`config.mk`:
```
export PLATFORM = sky130hd
export DESIGN_NAME = ex_stage_muldiv_flat
export DESIGN_NICKNAME = d
export VERILOG_FILES = /design/src/rtl/ex_stage_muldiv_if.sv /design/src/rtl/ex_stage_muldiv.sv /design/src/flat_wrapper.sv
export SDC_FILE = /design/constraint.sdc
export NUM_CORES = 2
export LEC_CHECK = 0
export ABC_AREA = 1
export CAP_MARGIN = 20
export CORE_ASPECT_RATIO = 0.9
export CORE_UTILIZATION = 30
export DETAILED_ROUTE_END_ITERATION = 6
export GPL_TIMING_DRIVEN = 1
export PLACE_DENSITY = 0.6
export REMOVE_ABC_BUFFERS = 1
export SLEW_MARGIN = 25
export SYNTH_ARGS = -nofsm -noshare
export SYNTH_HDL_FRONTEND = slang
export SYNTH_SLANG_ARGS = --single-unit
```
`constraint.sdc`:
```
create_clock -name clk -period 3.51 [get_ports clk]
set_input_delay 0.5265 -clock clk [delete_from_list [all_inputs] [get_ports clk]]
set_output_delay 0.5265 -clock clk [all_outputs]
set_load 0.05 [all_outputs]
```
`src/rtl/ex_stage_muldiv_if.sv`:
```
// Bundle between ID/EX, the forwarding sources, the EX stage and the EX/MEM register.
// The master side drives ID/EX and forwarding signals; the slave side is the EX stage.
interface ex_stage_muldiv_if #(
  parameter int unsigned DATA_W = 32
);
  logic              pridictor_wrong;
  logic [3:0]        id_ex_alu_op;
  logic              id_ex_reg_dst;
  logic              id_ex_alu_src;
  logic              id_ex_mem_read;
  logic              id_ex_mem_write;
  logic              id_ex_mem_to_reg;
  logic              id_ex_reg_write;
  logic              id_ex_branch;
  logic              id_ex_branch_bne;
  logic [DATA_W-1:0] id_ex_reg_read_data1;
  logic [DATA_W-1:0] id_ex_reg_read_data2;
  logic [4:0]        id_ex_rs;
  logic [4:0]        id_ex_rt;
  logic [4:0]        id_ex_rd;
  logic [DATA_W-1:0] id_ex_sign_extended;
  logic [DATA_W-1:0] ex_mem_alu_result;
  logic [DATA_W-1:0] wb_write_data;
  logic [4:0]        ex_mem_rd;
  logic [4:0]        mem_wb_rd;
  logic              ex_mem_reg_write_in;
  logic              mem_wb_reg_write;

  logic [DATA_W-1:0] ex_mem_alu_result_out;
  logic [DATA_W-1:0] ex_mem_reg_read_data2;
  logic [4:0]        ex_mem_rd_out;
  logic              ex_mem_mem_read;
  logic              ex_mem_mem_write;
  logic              ex_mem_mem_to_reg;
  logic              ex_mem_reg_write;
  logic              ex_mem_branch;
  logic              ex_mem_branch_bne;
  logic [4:0]        id_ex_rt_out;
  logic              id_ex_mem_read_out;
  logic              ex_stall;
  logic              md_busy;

  modport master (
    output pridictor_wrong, id_ex_alu_op, id_ex_reg_dst, id_ex_alu_src,
           id_ex_mem_read, id_ex_mem_write, id_ex_mem_to_reg, id_ex_reg_write,
           id_ex_branch, id_ex_branch_bne, id_ex_reg_read_data1, id_ex_reg_read_data2,
           id_ex_rs, id_ex_rt, id_ex_rd, id_ex_sign_extended,
           ex_mem_alu_result, wb_write_data, ex_mem_rd, mem_wb_rd,
           ex_mem_reg_write_in, mem_wb_reg_write,
    input  ex_mem_alu_result_out, ex_mem_reg_read_data2, ex_mem_rd_out,
           ex_mem_mem_read, ex_mem_mem_write, ex_mem_mem_to_reg, ex_mem_reg_write,
           ex_mem_branch, ex_mem_branch_bne, id_ex_rt_out, id_ex_mem_read_out,
           ex_stall, md_busy
  );

  modport slave (
    input  pridictor_wrong, id_ex_alu_op, id_ex_reg_dst, id_ex_alu_src,
           id_ex_mem_read, id_ex_mem_write, id_ex_mem_to_reg, id_ex_reg_write,
           id_ex_branch, id_ex_branch_bne, id_ex_reg_read_data1, id_ex_reg_read_data2,
           id_ex_rs, id_ex_rt, id_ex_rd, id_ex_sign_extended,
           ex_mem_alu_result, wb_write_data, ex_mem_rd, mem_wb_rd,
           ex_mem_reg_write_in, mem_wb_reg_write,
    output ex_mem_alu_result_out, ex_mem_reg_read_data2, ex_mem_rd_out,
           ex_mem_mem_read, ex_mem_mem_write, ex_mem_mem_to_reg, ex_mem_reg_write,
           ex_mem_branch, ex_mem_branch_bne, id_ex_rt_out, id_ex_mem_read_out,
           ex_stall, md_busy
  );
endinterface

```
`src/rtl/ex_stage_muldiv.sv`:
```
// EX stage: operand forwarding, single-cycle ALU, EX/MEM register, and an iterative
// multiply/divide unit with HI/LO that stalls only instructions that depend on it.
module ex_stage_muldiv #(
  parameter int unsigned DATA_W  = 32,
  parameter int unsigned SHAMT_W = $clog2(DATA_W)
) (
  input logic              clk,
  input logic              rst_n,
  ex_stage_muldiv_if.slave bus
);
  localparam int unsigned P_W = 2 * DATA_W;

  typedef enum logic {MD_IDLE = 1'b0, MD_BUSY = 1'b1} md_state_e;

  md_state_e         state_q, state_d;
  logic              accept, finish;

  logic [1:0]        fwd_sel_a, fwd_sel_b;
  logic [DATA_W-1:0] fwd_a, fwd_b, alu_b, alu_res;
  logic [5:0]        funct;
  logic [SHAMT_W-1:0] shamt;
  logic              is_r, is_md, is_mf, flush, bubble;
  logic [4:0]        dest;

  logic [DATA_W-1:0] hi_q, lo_q;
  logic [DATA_W-1:0] md_a_q;
  logic [P_W-1:0]    md_p_q;
  logic              md_div_q, md_neg_lo_q, md_neg_hi_q, md_dz_q;
  logic [SHAMT_W-1:0] cnt_q;

  logic [DATA_W:0]   mul_sum, div_rem_sh, div_diff;
  logic              div_ge;
  logic [P_W-1:0]    mul_next, div_next, step_p, prod_fix;
  logic [DATA_W-1:0] quo, rem, quo_fix, rem_fix;

  logic              op_signed, a_neg, b_neg;
  logic [DATA_W-1:0] a_mag, b_mag;

  assign flush = bus.pridictor_wrong;
  assign funct = bus.id_ex_sign_extended[5:0];
  assign shamt = bus.id_ex_sign_extended[6 +: SHAMT_W];
  assign is_r  = (bus.id_ex_alu_op == 4'b0010);
  assign is_md = is_r && (funct[5:2] == 4'b0110);
  assign is_mf = is_r && (funct == 6'b010000 || funct == 6'b010010);
  assign dest  = bus.id_ex_reg_dst ? bus.id_ex_rd : bus.id_ex_rt;

  // EX/MEM has priority over MEM/WB; register 0 is never forwarded
  always_comb begin
    fwd_sel_a = 2'b00;
    fwd_sel_b = 2'b00;
    if (bus.ex_mem_reg_write_in && bus.ex_mem_rd != 5'd0 && bus.ex_mem_rd == bus.id_ex_rs)
      fwd_sel_a = 2'b10;
    else if (bus.mem_wb_reg_write && bus.mem_wb_rd != 5'd0 && bus.mem_wb_rd == bus.id_ex_rs)
      fwd_sel_a = 2'b01;
    if (bus.ex_mem_reg_write_in && bus.ex_mem_rd != 5'd0 && bus.ex_mem_rd == bus.id_ex_rt)
      fwd_sel_b = 2'b10;
    else if (bus.mem_wb_reg_write && bus.mem_wb_rd != 5'd0 && bus.mem_wb_rd == bus.id_ex_rt)
      fwd_sel_b = 2'b01;
  end

  always_comb begin
    case (fwd_sel_a)
      2'b10:   fwd_a = bus.ex_mem_alu_result;
      2'b01:   fwd_a = bus.wb_write_data;
      default: fwd_a = bus.id_ex_reg_read_data1;
    endcase
    case (fwd_sel_b)
      2'b10:   fwd_b = bus.ex_mem_alu_result;
      2'b01:   fwd_b = bus.wb_write_data;
      default: fwd_b = bus.id_ex_reg_read_data2;
    endcase
  end

  assign alu_b = bus.id_ex_alu_src ? bus.id_ex_sign_extended : fwd_b;

  always_comb begin
    alu_res = '0;
    if (is_r) begin
      case (funct)
        6'b100000, 6'b100001: alu_res = fwd_a + alu_b;
        6'b100010, 6'b100011: alu_res = fwd_a - alu_b;
        6'b100100:            alu_res = fwd_a & alu_b;
        6'b100101:            alu_res = fwd_a | alu_b;
        6'b100110:            alu_res = fwd_a ^ alu_b;
        6'b100111:            alu_res = ~(fwd_a | alu_b);
        6'b101010:            alu_res = DATA_W'($signed(fwd_a) < $signed(alu_b));
        6'b101011:            alu_res = DATA_W'(fwd_a < alu_b);
        6'b000000:            alu_res = fwd_b << shamt;
        6'b000010:            alu_res = fwd_b >> shamt;
        6'b000011:            alu_res = DATA_W'($signed(fwd_b) >>> shamt);
        6'b010000:            alu_res = hi_q;
        6'b010010:            alu_res = lo_q;
        default:              alu_res = '0;
      endcase
    end else begin
      case (bus.id_ex_alu_op)
        4'b0000, 4'b0100: alu_res = fwd_a + alu_b;
        4'b0001:          alu_res = fwd_a - alu_b;
        4'b0101:          alu_res = fwd_a & alu_b;
        4'b0110:          alu_res = fwd_a | alu_b;
        4'b0111:          alu_res = DATA_W'($signed(fwd_a) < $signed(alu_b));
        4'b1000:          alu_res = fwd_a ^ alu_b;
        default:          alu_res = '0;
      endcase
    end
  end

  // Only instructions touching HI/LO or the unit wait; everything else overlaps
  assign bus.ex_stall           = !flush && bus.md_busy && (is_md || is_mf);
  assign bus.id_ex_rt_out       = flush ? 5'd0 : bus.id_ex_rt;
  assign bus.id_ex_mem_read_out = flush ? 1'b0 : bus.id_ex_mem_read;

  // Mul/div never writes EX/MEM itself; its result reaches the pipe through MFHI/MFLO
  assign bubble = flush || bus.ex_stall || is_md;

  always_ff @(posedge clk or negedge rst_n) begin
    if (!rst_n) begin
      bus.ex_mem_alu_result_out <= '0;
      bus.ex_mem_reg_read_data2 <= '0;
      bus.ex_mem_rd_out         <= '0;
      bus.ex_mem_mem_read       <= 1'b0;
      bus.ex_mem_mem_write      <= 1'b0;
      bus.ex_mem_mem_to_reg     <= 1'b0;
      bus.ex_mem_reg_write      <= 1'b0;
      bus.ex_mem_branch         <= 1'b0;
      bus.ex_mem_branch_bne     <= 1'b0;
    end else if (bubble) begin
      bus.ex_mem_alu_result_out <= '0;
      bus.ex_mem_reg_read_data2 <= '0;
      bus.ex_mem_rd_out         <= '0;
      bus.ex_mem_mem_read       <= 1'b0;
      bus.ex_mem_mem_write      <= 1'b0;
      bus.ex_mem_mem_to_reg     <= 1'b0;
      bus.ex_mem_reg_write      <= 1'b0;
      bus.ex_mem_branch         <= 1'b0;
      bus.ex_mem_branch_bne     <= 1'b0;
    end else begin
      bus.ex_mem_alu_result_out <= alu_res;
      bus.ex_mem_reg_read_data2 <= fwd_b;
      bus.ex_mem_rd_out         <= dest;
      bus.ex_mem_mem_read       <= bus.id_ex_mem_read;
      bus.ex_mem_mem_write      <= bus.id_ex_mem_write;
      bus.ex_mem_mem_to_reg     <= bus.id_ex_mem_to_reg;
      bus.ex_mem_reg_write      <= bus.id_ex_reg_write;
      bus.ex_mem_branch         <= bus.id_ex_branch;
      bus.ex_mem_branch_bne     <= bus.id_ex_branch_bne;
    end
  end

  always_ff @(posedge clk or negedge rst_n) begin
    if (!rst_n) state_q <= MD_IDLE;
    else        state_q <= state_d;
  end

  always_comb begin
    state_d = state_q;
    accept  = 1'b0;
    finish  = 1'b0;
    case (state_q)
      MD_IDLE: if (is_md && !flush) begin
        accept  = 1'b1;
        state_d = MD_BUSY;
      end
      MD_BUSY: if (cnt_q == SHAMT_W'(DATA_W - 1)) begin
        finish  = 1'b1;
        state_d = MD_IDLE;
      end
      default: state_d = MD_IDLE;
    endcase
  end

  assign bus.md_busy = (state_q == MD_BUSY);

  // Operand magnitudes: MULT/DIV are signed (funct[0]=0), the U variants unsigned
  assign op_signed = !funct[0];
  assign a_neg     = op_signed && fwd_a[DATA_W-1];
  assign b_neg     = op_signed && fwd_b[DATA_W-1];
  assign a_mag     = a_neg ? -fwd_a : fwd_a;
  assign b_mag     = b_neg ? -fwd_b : fwd_b;

  // One shift-add or restoring-subtract step; md_p_q = {upper/remainder, multiplier/quotient}
  assign mul_sum    = {1'b0, md_p_q[P_W-1:DATA_W]} + (md_p_q[0] ? {1'b0, md_a_q} : '0);
  assign mul_next   = {mul_sum, md_p_q[DATA_W-1:1]};
  assign div_rem_sh = {md_p_q[P_W-1:DATA_W], md_p_q[DATA_W-1]};
  assign div_diff   = div_rem_sh - {1'b0, md_a_q};
  assign div_ge     = !div_diff[DATA_W];
  assign div_next   = {(div_ge ? div_diff[DATA_W-1:0] : div_rem_sh[DATA_W-1:0]),
                       md_p_q[DATA_W-2:0], div_ge};
  assign step_p     = md_div_q ? div_next : mul_next;

  // Divide by zero leaves remainder = |dividend| so the sign fix restores the dividend
  assign prod_fix = md_neg_lo_q ? -step_p : step_p;
  assign quo      = step_p[DATA_W-1:0];
  assign rem      = step_p[P_W-1:DATA_W];
  assign quo_fix  = md_dz_q ? '1 : (md_neg_lo_q ? -quo : quo);
  assign rem_fix  = md_neg_hi_q ? -rem : rem;

  always_ff @(posedge clk or negedge rst_n) begin
    if (!rst_n) begin
      hi_q        <= '0;
      lo_q        <= '0;
      md_a_q      <= '0;
      md_p_q      <= '0;
      md_div_q    <= 1'b0;
      md_neg_lo_q <= 1'b0;
      md_neg_hi_q <= 1'b0;
      md_dz_q     <= 1'b0;
      cnt_q       <= '0;
    end else if (accept) begin
      md_div_q    <= funct[1];
      md_neg_lo_q <= a_neg ^ b_neg;
      md_neg_hi_q <= funct[1] && a_neg;
      md_dz_q     <= funct[1] && (fwd_b == '0);
      md_a_q      <= funct[1] ? b_mag : a_mag;
      md_p_q      <= {{DATA_W{1'b0}}, (funct[1] ? a_mag : b_mag)};
      cnt_q       <= '0;
    end else if (state_q == MD_BUSY) begin
      md_p_q <= step_p;
      cnt_q  <= cnt_q + 1'b1;
      if (finish) begin
        if (md_div_q) begin
          hi_q <= rem_fix;
          lo_q <= quo_fix;
        end else begin
          hi_q <= prod_fix[P_W-1:DATA_W];
          lo_q <= prod_fix[DATA_W-1:0];
        end
      end
    end
  end
endmodule

```
`src/flat_wrapper.sv`:
```
// flat-port wrapper written by rule: the top's interface ports become plain ports
module ex_stage_muldiv_flat 
#(
  parameter int unsigned DATA_W  = 32,
  parameter int unsigned SHAMT_W = $clog2(DATA_W)
)
  (clk, rst_n, bus_pridictor_wrong, bus_id_ex_alu_op, bus_id_ex_reg_dst, bus_id_ex_alu_src, bus_id_ex_mem_read, bus_id_ex_mem_write, bus_id_ex_mem_to_reg, bus_id_ex_reg_write, bus_id_ex_branch, bus_id_ex_branch_bne, bus_id_ex_reg_read_data1, bus_id_ex_reg_read_data2, bus_id_ex_rs, bus_id_ex_rt, bus_id_ex_rd, bus_id_ex_sign_extended, bus_ex_mem_alu_result, bus_wb_write_data, bus_ex_mem_rd, bus_mem_wb_rd, bus_ex_mem_reg_write_in, bus_mem_wb_reg_write, bus_ex_mem_alu_result_out, bus_ex_mem_reg_read_data2, bus_ex_mem_rd_out, bus_ex_mem_mem_read, bus_ex_mem_mem_write, bus_ex_mem_mem_to_reg, bus_ex_mem_reg_write, bus_ex_mem_branch, bus_ex_mem_branch_bne, bus_id_ex_rt_out, bus_id_ex_mem_read_out, bus_ex_stall, bus_md_busy);
  ex_stage_muldiv_if #(.DATA_W(DATA_W)) bus_i ();
  input logic clk;
  input logic rst_n;
  input wire logic [$bits(bus_i.pridictor_wrong)-1:0] bus_pridictor_wrong;
  input wire logic [$bits(bus_i.id_ex_alu_op)-1:0] bus_id_ex_alu_op;
  input wire logic [$bits(bus_i.id_ex_reg_dst)-1:0] bus_id_ex_reg_dst;
  input wire logic [$bits(bus_i.id_ex_alu_src)-1:0] bus_id_ex_alu_src;
  input wire logic [$bits(bus_i.id_ex_mem_read)-1:0] bus_id_ex_mem_read;
  input wire logic [$bits(bus_i.id_ex_mem_write)-1:0] bus_id_ex_mem_write;
  input wire logic [$bits(bus_i.id_ex_mem_to_reg)-1:0] bus_id_ex_mem_to_reg;
  input wire logic [$bits(bus_i.id_ex_reg_write)-1:0] bus_id_ex_reg_write;
  input wire logic [$bits(bus_i.id_ex_branch)-1:0] bus_id_ex_branch;
  input wire logic [$bits(bus_i.id_ex_branch_bne)-1:0] bus_id_ex_branch_bne;
  input wire logic [$bits(bus_i.id_ex_reg_read_data1)-1:0] bus_id_ex_reg_read_data1;
  input wire logic [$bits(bus_i.id_ex_reg_read_data2)-1:0] bus_id_ex_reg_read_data2;
  input wire logic [$bits(bus_i.id_ex_rs)-1:0] bus_id_ex_rs;
  input wire logic [$bits(bus_i.id_ex_rt)-1:0] bus_id_ex_rt;
  input wire logic [$bits(bus_i.id_ex_rd)-1:0] bus_id_ex_rd;
  input wire logic [$bits(bus_i.id_ex_sign_extended)-1:0] bus_id_ex_sign_extended;
  input wire logic [$bits(bus_i.ex_mem_alu_result)-1:0] bus_ex_mem_alu_result;
  input wire logic [$bits(bus_i.wb_write_data)-1:0] bus_wb_write_data;
  input wire logic [$bits(bus_i.ex_mem_rd)-1:0] bus_ex_mem_rd;
  input wire logic [$bits(bus_i.mem_wb_rd)-1:0] bus_mem_wb_rd;
  input wire logic [$bits(bus_i.ex_mem_reg_write_in)-1:0] bus_ex_mem_reg_write_in;
  input wire logic [$bits(bus_i.mem_wb_reg_write)-1:0] bus_mem_wb_reg_write;
  output wire logic [$bits(bus_i.ex_mem_alu_result_out)-1:0] bus_ex_mem_alu_result_out;
  output wire logic [$bits(bus_i.ex_mem_reg_read_data2)-1:0] bus_ex_mem_reg_read_data2;
  output wire logic [$bits(bus_i.ex_mem_rd_out)-1:0] bus_ex_mem_rd_out;
  output wire logic [$bits(bus_i.ex_mem_mem_read)-1:0] bus_ex_mem_mem_read;
  output wire logic [$bits(bus_i.ex_mem_mem_write)-1:0] bus_ex_mem_mem_write;
  output wire logic [$bits(bus_i.ex_mem_mem_to_reg)-1:0] bus_ex_mem_mem_to_reg;
  output wire logic [$bits(bus_i.ex_mem_reg_write)-1:0] bus_ex_mem_reg_write;
  output wire logic [$bits(bus_i.ex_mem_branch)-1:0] bus_ex_mem_branch;
  output wire logic [$bits(bus_i.ex_mem_branch_bne)-1:0] bus_ex_mem_branch_bne;
  output wire logic [$bits(bus_i.id_ex_rt_out)-1:0] bus_id_ex_rt_out;
  output wire logic [$bits(bus_i.id_ex_mem_read_out)-1:0] bus_id_ex_mem_read_out;
  output wire logic [$bits(bus_i.ex_stall)-1:0] bus_ex_stall;
  output wire logic [$bits(bus_i.md_busy)-1:0] bus_md_busy;
  assign bus_i.pridictor_wrong = bus_pridictor_wrong;
  assign bus_i.id_ex_alu_op = bus_id_ex_alu_op;
  assign bus_i.id_ex_reg_dst = bus_id_ex_reg_dst;
  assign bus_i.id_ex_alu_src = bus_id_ex_alu_src;
  assign bus_i.id_ex_mem_read = bus_id_ex_mem_read;
  assign bus_i.id_ex_mem_write = bus_id_ex_mem_write;
  assign bus_i.id_ex_mem_to_reg = bus_id_ex_mem_to_reg;
  assign bus_i.id_ex_reg_write = bus_id_ex_reg_write;
  assign bus_i.id_ex_branch = bus_id_ex_branch;
  assign bus_i.id_ex_branch_bne = bus_id_ex_branch_bne;
  assign bus_i.id_ex_reg_read_data1 = bus_id_ex_reg_read_data1;
  assign bus_i.id_ex_reg_read_data2 = bus_id_ex_reg_read_data2;
  assign bus_i.id_ex_rs = bus_id_ex_rs;
  assign bus_i.id_ex_rt = bus_id_ex_rt;
  assign bus_i.id_ex_rd = bus_id_ex_rd;
  assign bus_i.id_ex_sign_extended = bus_id_ex_sign_extended;
  assign bus_i.ex_mem_alu_result = bus_ex_mem_alu_result;
  assign bus_i.wb_write_data = bus_wb_write_data;
  assign bus_i.ex_mem_rd = bus_ex_mem_rd;
  assign bus_i.mem_wb_rd = bus_mem_wb_rd;
  assign bus_i.ex_mem_reg_write_in = bus_ex_mem_reg_write_in;
  assign bus_i.mem_wb_reg_write = bus_mem_wb_reg_write;
  assign bus_ex_mem_alu_result_out = bus_i.ex_mem_alu_result_out;
  assign bus_ex_mem_reg_read_data2 = bus_i.ex_mem_reg_read_data2;
  assign bus_ex_mem_rd_out = bus_i.ex_mem_rd_out;
  assign bus_ex_mem_mem_read = bus_i.ex_mem_mem_read;
  assign bus_ex_mem_mem_write = bus_i.ex_mem_mem_write;
  assign bus_ex_mem_mem_to_reg = bus_i.ex_mem_mem_to_reg;
  assign bus_ex_mem_reg_write = bus_i.ex_mem_reg_write;
  assign bus_ex_mem_branch = bus_i.ex_mem_branch;
  assign bus_ex_mem_branch_bne = bus_i.ex_mem_branch_bne;
  assign bus_id_ex_rt_out = bus_i.id_ex_rt_out;
  assign bus_id_ex_mem_read_out = bus_i.id_ex_mem_read_out;
  assign bus_ex_stall = bus_i.ex_stall;
  assign bus_md_busy = bus_i.md_busy;
  ex_stage_muldiv #(.DATA_W(DATA_W), .SHAMT_W(SHAMT_W)) u_core (.clk(clk), .rst_n(rst_n), .bus(bus_i));
endmodule
```
==> reports/results.txt <==
Area fraction of the dominant cell type after synthesis: 0.1966
Peak VDD IR: 0.0003458 V
Cell count after placement: 8685
Top Ports: 285
Die Area: 0.1114 mm²
Post-synth EDFFs: 0
Slew Limit Fails: 0
Area contributors post-synth: nand2_1 (20%), dfrtp_1 (19%), nand3_1 (10%), inv_1 (8.1%), ha_1 (6.8%)
Largest net degree at the start of global routing: 76
Nature of the critical path endpoint: register
Total track usage: 0.3953
Slew headroom: 0.2865
CP dominant cell by count: nand2_4
Die Y: 316.7 µm
Area delta synth->final: 68.88%
Skew final: 0.04617 ns
Number of nets in the layout: 7835
Max Cap Violations: 0
Layout cell share with drive strength beyond 1: 0.3580
Mean post-synth cell area: 5.759 µm²
Outcome: finished with violations
Critical path arrival: 4.52 ns
Critical path class: register to register
Via count: 48.52k
Final cycle utilization of the critical path: 1.149
Worst path buffer plus inverter count: 5
Pwr dens: 540.7 mW/mm²
Vias in the first global route: 44.53k
Clk slew on worst S/H paths: 0.06 ns
Count leader, synth: nand2_1
Final hold vios: 0
#FFs+latches synth: 245
Setup TNS: -20.81 ns
DRC Markers: 0
DR pass1 iterations: 6
Clk sinks: 245
Initial DRC count: 6481
Crit-path slowest cell: dfrtp_1
Via density: 5.426
Die width: 351.6 µm
RSZ-0062 raised after global routing: true
Clk_lat worst skew: 0.64 ns
Final number of setup-violating endpoints: 64
Non-filler instance count after layout: 8942
Design area: 0.05574 mm²
Delay-heaviest family, CP: simple AND/OR/NAND/NOR gates
Type of origin of the critical path: register
Max FFs per register: 64
CTS Buf Count: 36
HPWL after DPL: 185300 µm
Clock Tree Root: clkbuf_16
Core Footprint: 0.1092 mm²
Antenna Nets Post-Route: 0
Most common flop cell mapped by yosys: dfrtp_1
Starting Density: 0.3022
Gp weighted congestion: 1.106
Setup slack after layout: -0.5226 ns
Fmax achieved: 248.0 MHz
Synth top cells by count: nand2_1 (1729), inv_1 (714), nand3_1 (674)
Mapped Area: 0.03301 mm²
Req. time, crit path: 4.00 ns
Worst Path Max Fanout: 4
Worst-Margin Slew: 1.059 ns
Syn. warnings: 0
Sequential element share of the synthesized area: 0.1857
Cells after synthesis: 5731
Routed wire length: 226900 µm
Routed wire per std cell: 25.37 µm
Failing checks: negative setup slack
Crit path time final: 4.033 ns
Dpl ws: -2.202 ns
Hold WC Path Type: input port to register
DP Area: 0.04805 mm²
Leading area contributor after synthesis: nand2_1
Total gr overflow: 0
# rows: 115
Initial antenna violation count: 4
Port-buffer cells: 284
Largest Register: u_core.md_p_q
CTS tree: yes
Asr flop ratio synth: 1.000
P_leak: 27.97 nW
Synth cell types: 69
CTS max path bufs: 3
Global-route wire length before repair: 316000 µm
Largest stage delay, worst path: 0.50 ns
H-Tree Depth: 2
## worst reg2reg max path, delay by kind of cell (launching register included)
| family | cells | cell delay (ns) |
|---|---|---|
| and+or+nand+nor | 19 | 1.76 |
| buffers and inverters | 5 | 0.50 |
| DFF | 1 | 0.50 |
| adders and majority gates | 2 | 0.54 |
| AOI/OAI and AO/OA | 3 | 0.61 |
## final cells by class
type / instances / area, µm²
timing repair buffer: 1923 / 16280
sequential: 245 / 6143
inverter: 741 / 2841
clock inverter: 17 / 266.5
clock buffer: 48 / 996.0
fill: 11000 / 53470
multi-input combinational: 4502 / 27370
antenna: 3 / 7.507
tap: 1462 / 1829
timing repair inverter: 1 / 7.507
## final timing paths
check | from | end | slack, ns | cells past startpoint
worst min register to register | u_core.hi_q[27] | u_core.hi_q[27] | 0.48 | 2
min in group asynchronous | rst_n | u_core.bus.ex_mem_alu_result_out[22] | 0.52 | 2
max in group asynchronous | rst_n | u_core.md_a_q[13] | 2.04 | 3
worst max-delay path | u_core.md_p_q[56] | u_core.hi_q[18] | -0.52 | 29
worst max register to register | u_core.md_p_q[56] | u_core.hi_q[18] | -0.52 | 29
worst min-delay path | bus_id_ex_rt[1] | u_core.bus.ex_mem_rd_out[1] | 0.31 | 5
## cell usage in the layout (no fill, tap or decap), types with 19 or more instances in the layout
| master | netlist | final |
|---|---|---|
| nor2_1 | 541 | 462 |
| a21oi_4 | 1 | 28 |
| nand2_1 | 1729 | 1548 |
| xor2_1 | 84 | 64 |
| a21oi_1 | 247 | 166 |
| nand3_2 | 18 | 79 |
| inv_2 | 19 | 85 |
| ha_1 | 179 | 112 |
| nor3_1 | 54 | 33 |
| o21ai_0 | 300 | 198 |
| a22oi_1 | 20 | 19 |
| buf_12 | 0 | 44 |
| or2_4 | 0 | 19 |
| nand3_1 | 674 | 579 |
| nor2_4 | 6 | 54 |
| nand4_1 | 74 | 74 |
| clkbuf_16 | 0 | 36 |
| inv_1 | 714 | 629 |
| a21oi_2 | 7 | 61 |
| o211ai_1 | 43 | 43 |
| o21ai_2 | 0 | 40 |
| nand3b_1 | 54 | 54 |
| nor2_2 | 39 | 70 |
| dfrtp_1 | 245 | 237 |
| nand3_4 | 2 | 36 |
| o21ai_1 | 28 | 74 |
| or2_2 | 53 | 34 |
| clkdlybuf4s50_1 | 0 | 255 |
| a221oi_1 | 26 | 24 |
| xnor2_1 | 42 | 29 |
| nand2_2 | 33 | 163 |
| ha_4 | 0 | 45 |
| buf_6 | 6 | 104 |
| nand2_4 | 6 | 56 |
| ha_2 | 0 | 22 |
| buf_4 | 7 | 1477 |
| o22ai_1 | 57 | 56 |
## power by group
group	internal, W	switching (W)
registers	0.00352	0.000818
clock network	0.00239	0.00171
logic	0.00912	0.0126
## through the flow
| stage | power [W] | util | hold slack [ns] |
|---|---|---|---|
| after floorplan | 0.01228 | - | 0.2309 |
| after global placement | 0.02247 | 0.4400 | 0.4678 |
| after detailed placement | 0.02251 | 0.4400 | 0.4676 |
| after CTS | 0.02807 | 0.4929 | 0.2559 |
| after global routing | 0.03162 | 0.5103 | 0.3555 |
| final | 0.03014 | 0.5104 | 0.3059 |
## kinds of logic (layout without fill, tap and decap cells)
group           count (synthesis)  in the layout  share of synthesized area
compound gates                866            866                     0.1554
xor+xnor                      126            126                    0.03343
fa+ha+maj                     183            183                    0.07028
buf+inv                       984           2730                     0.1158
flops                         245            245                     0.1857
other cells                     0              3                          0
simple gates                 3327           3327                     0.4393
## routing by layer
layer,track usage,part of all wire
met5,0,0.00011
met4,0.1316,0.040
met3,0.1294,0.14
met2,0.5319,0.39
met1,0.5788,0.44
## timing repair
| item | in CTS | in global routing |
|---|---|---|
| hold buffers | 1 | 0 |
| pin swaps | 244 | 249 |
| setup buffers | 149 | 65 |
| endpoints found under the hold margin | 30 | 0 |
| cloned | 8 | 0 |
| resized for setup | 957 | 419 |
| setup endpoints to repair | 101 | 108 |
(Power assumes the default switching activity.)
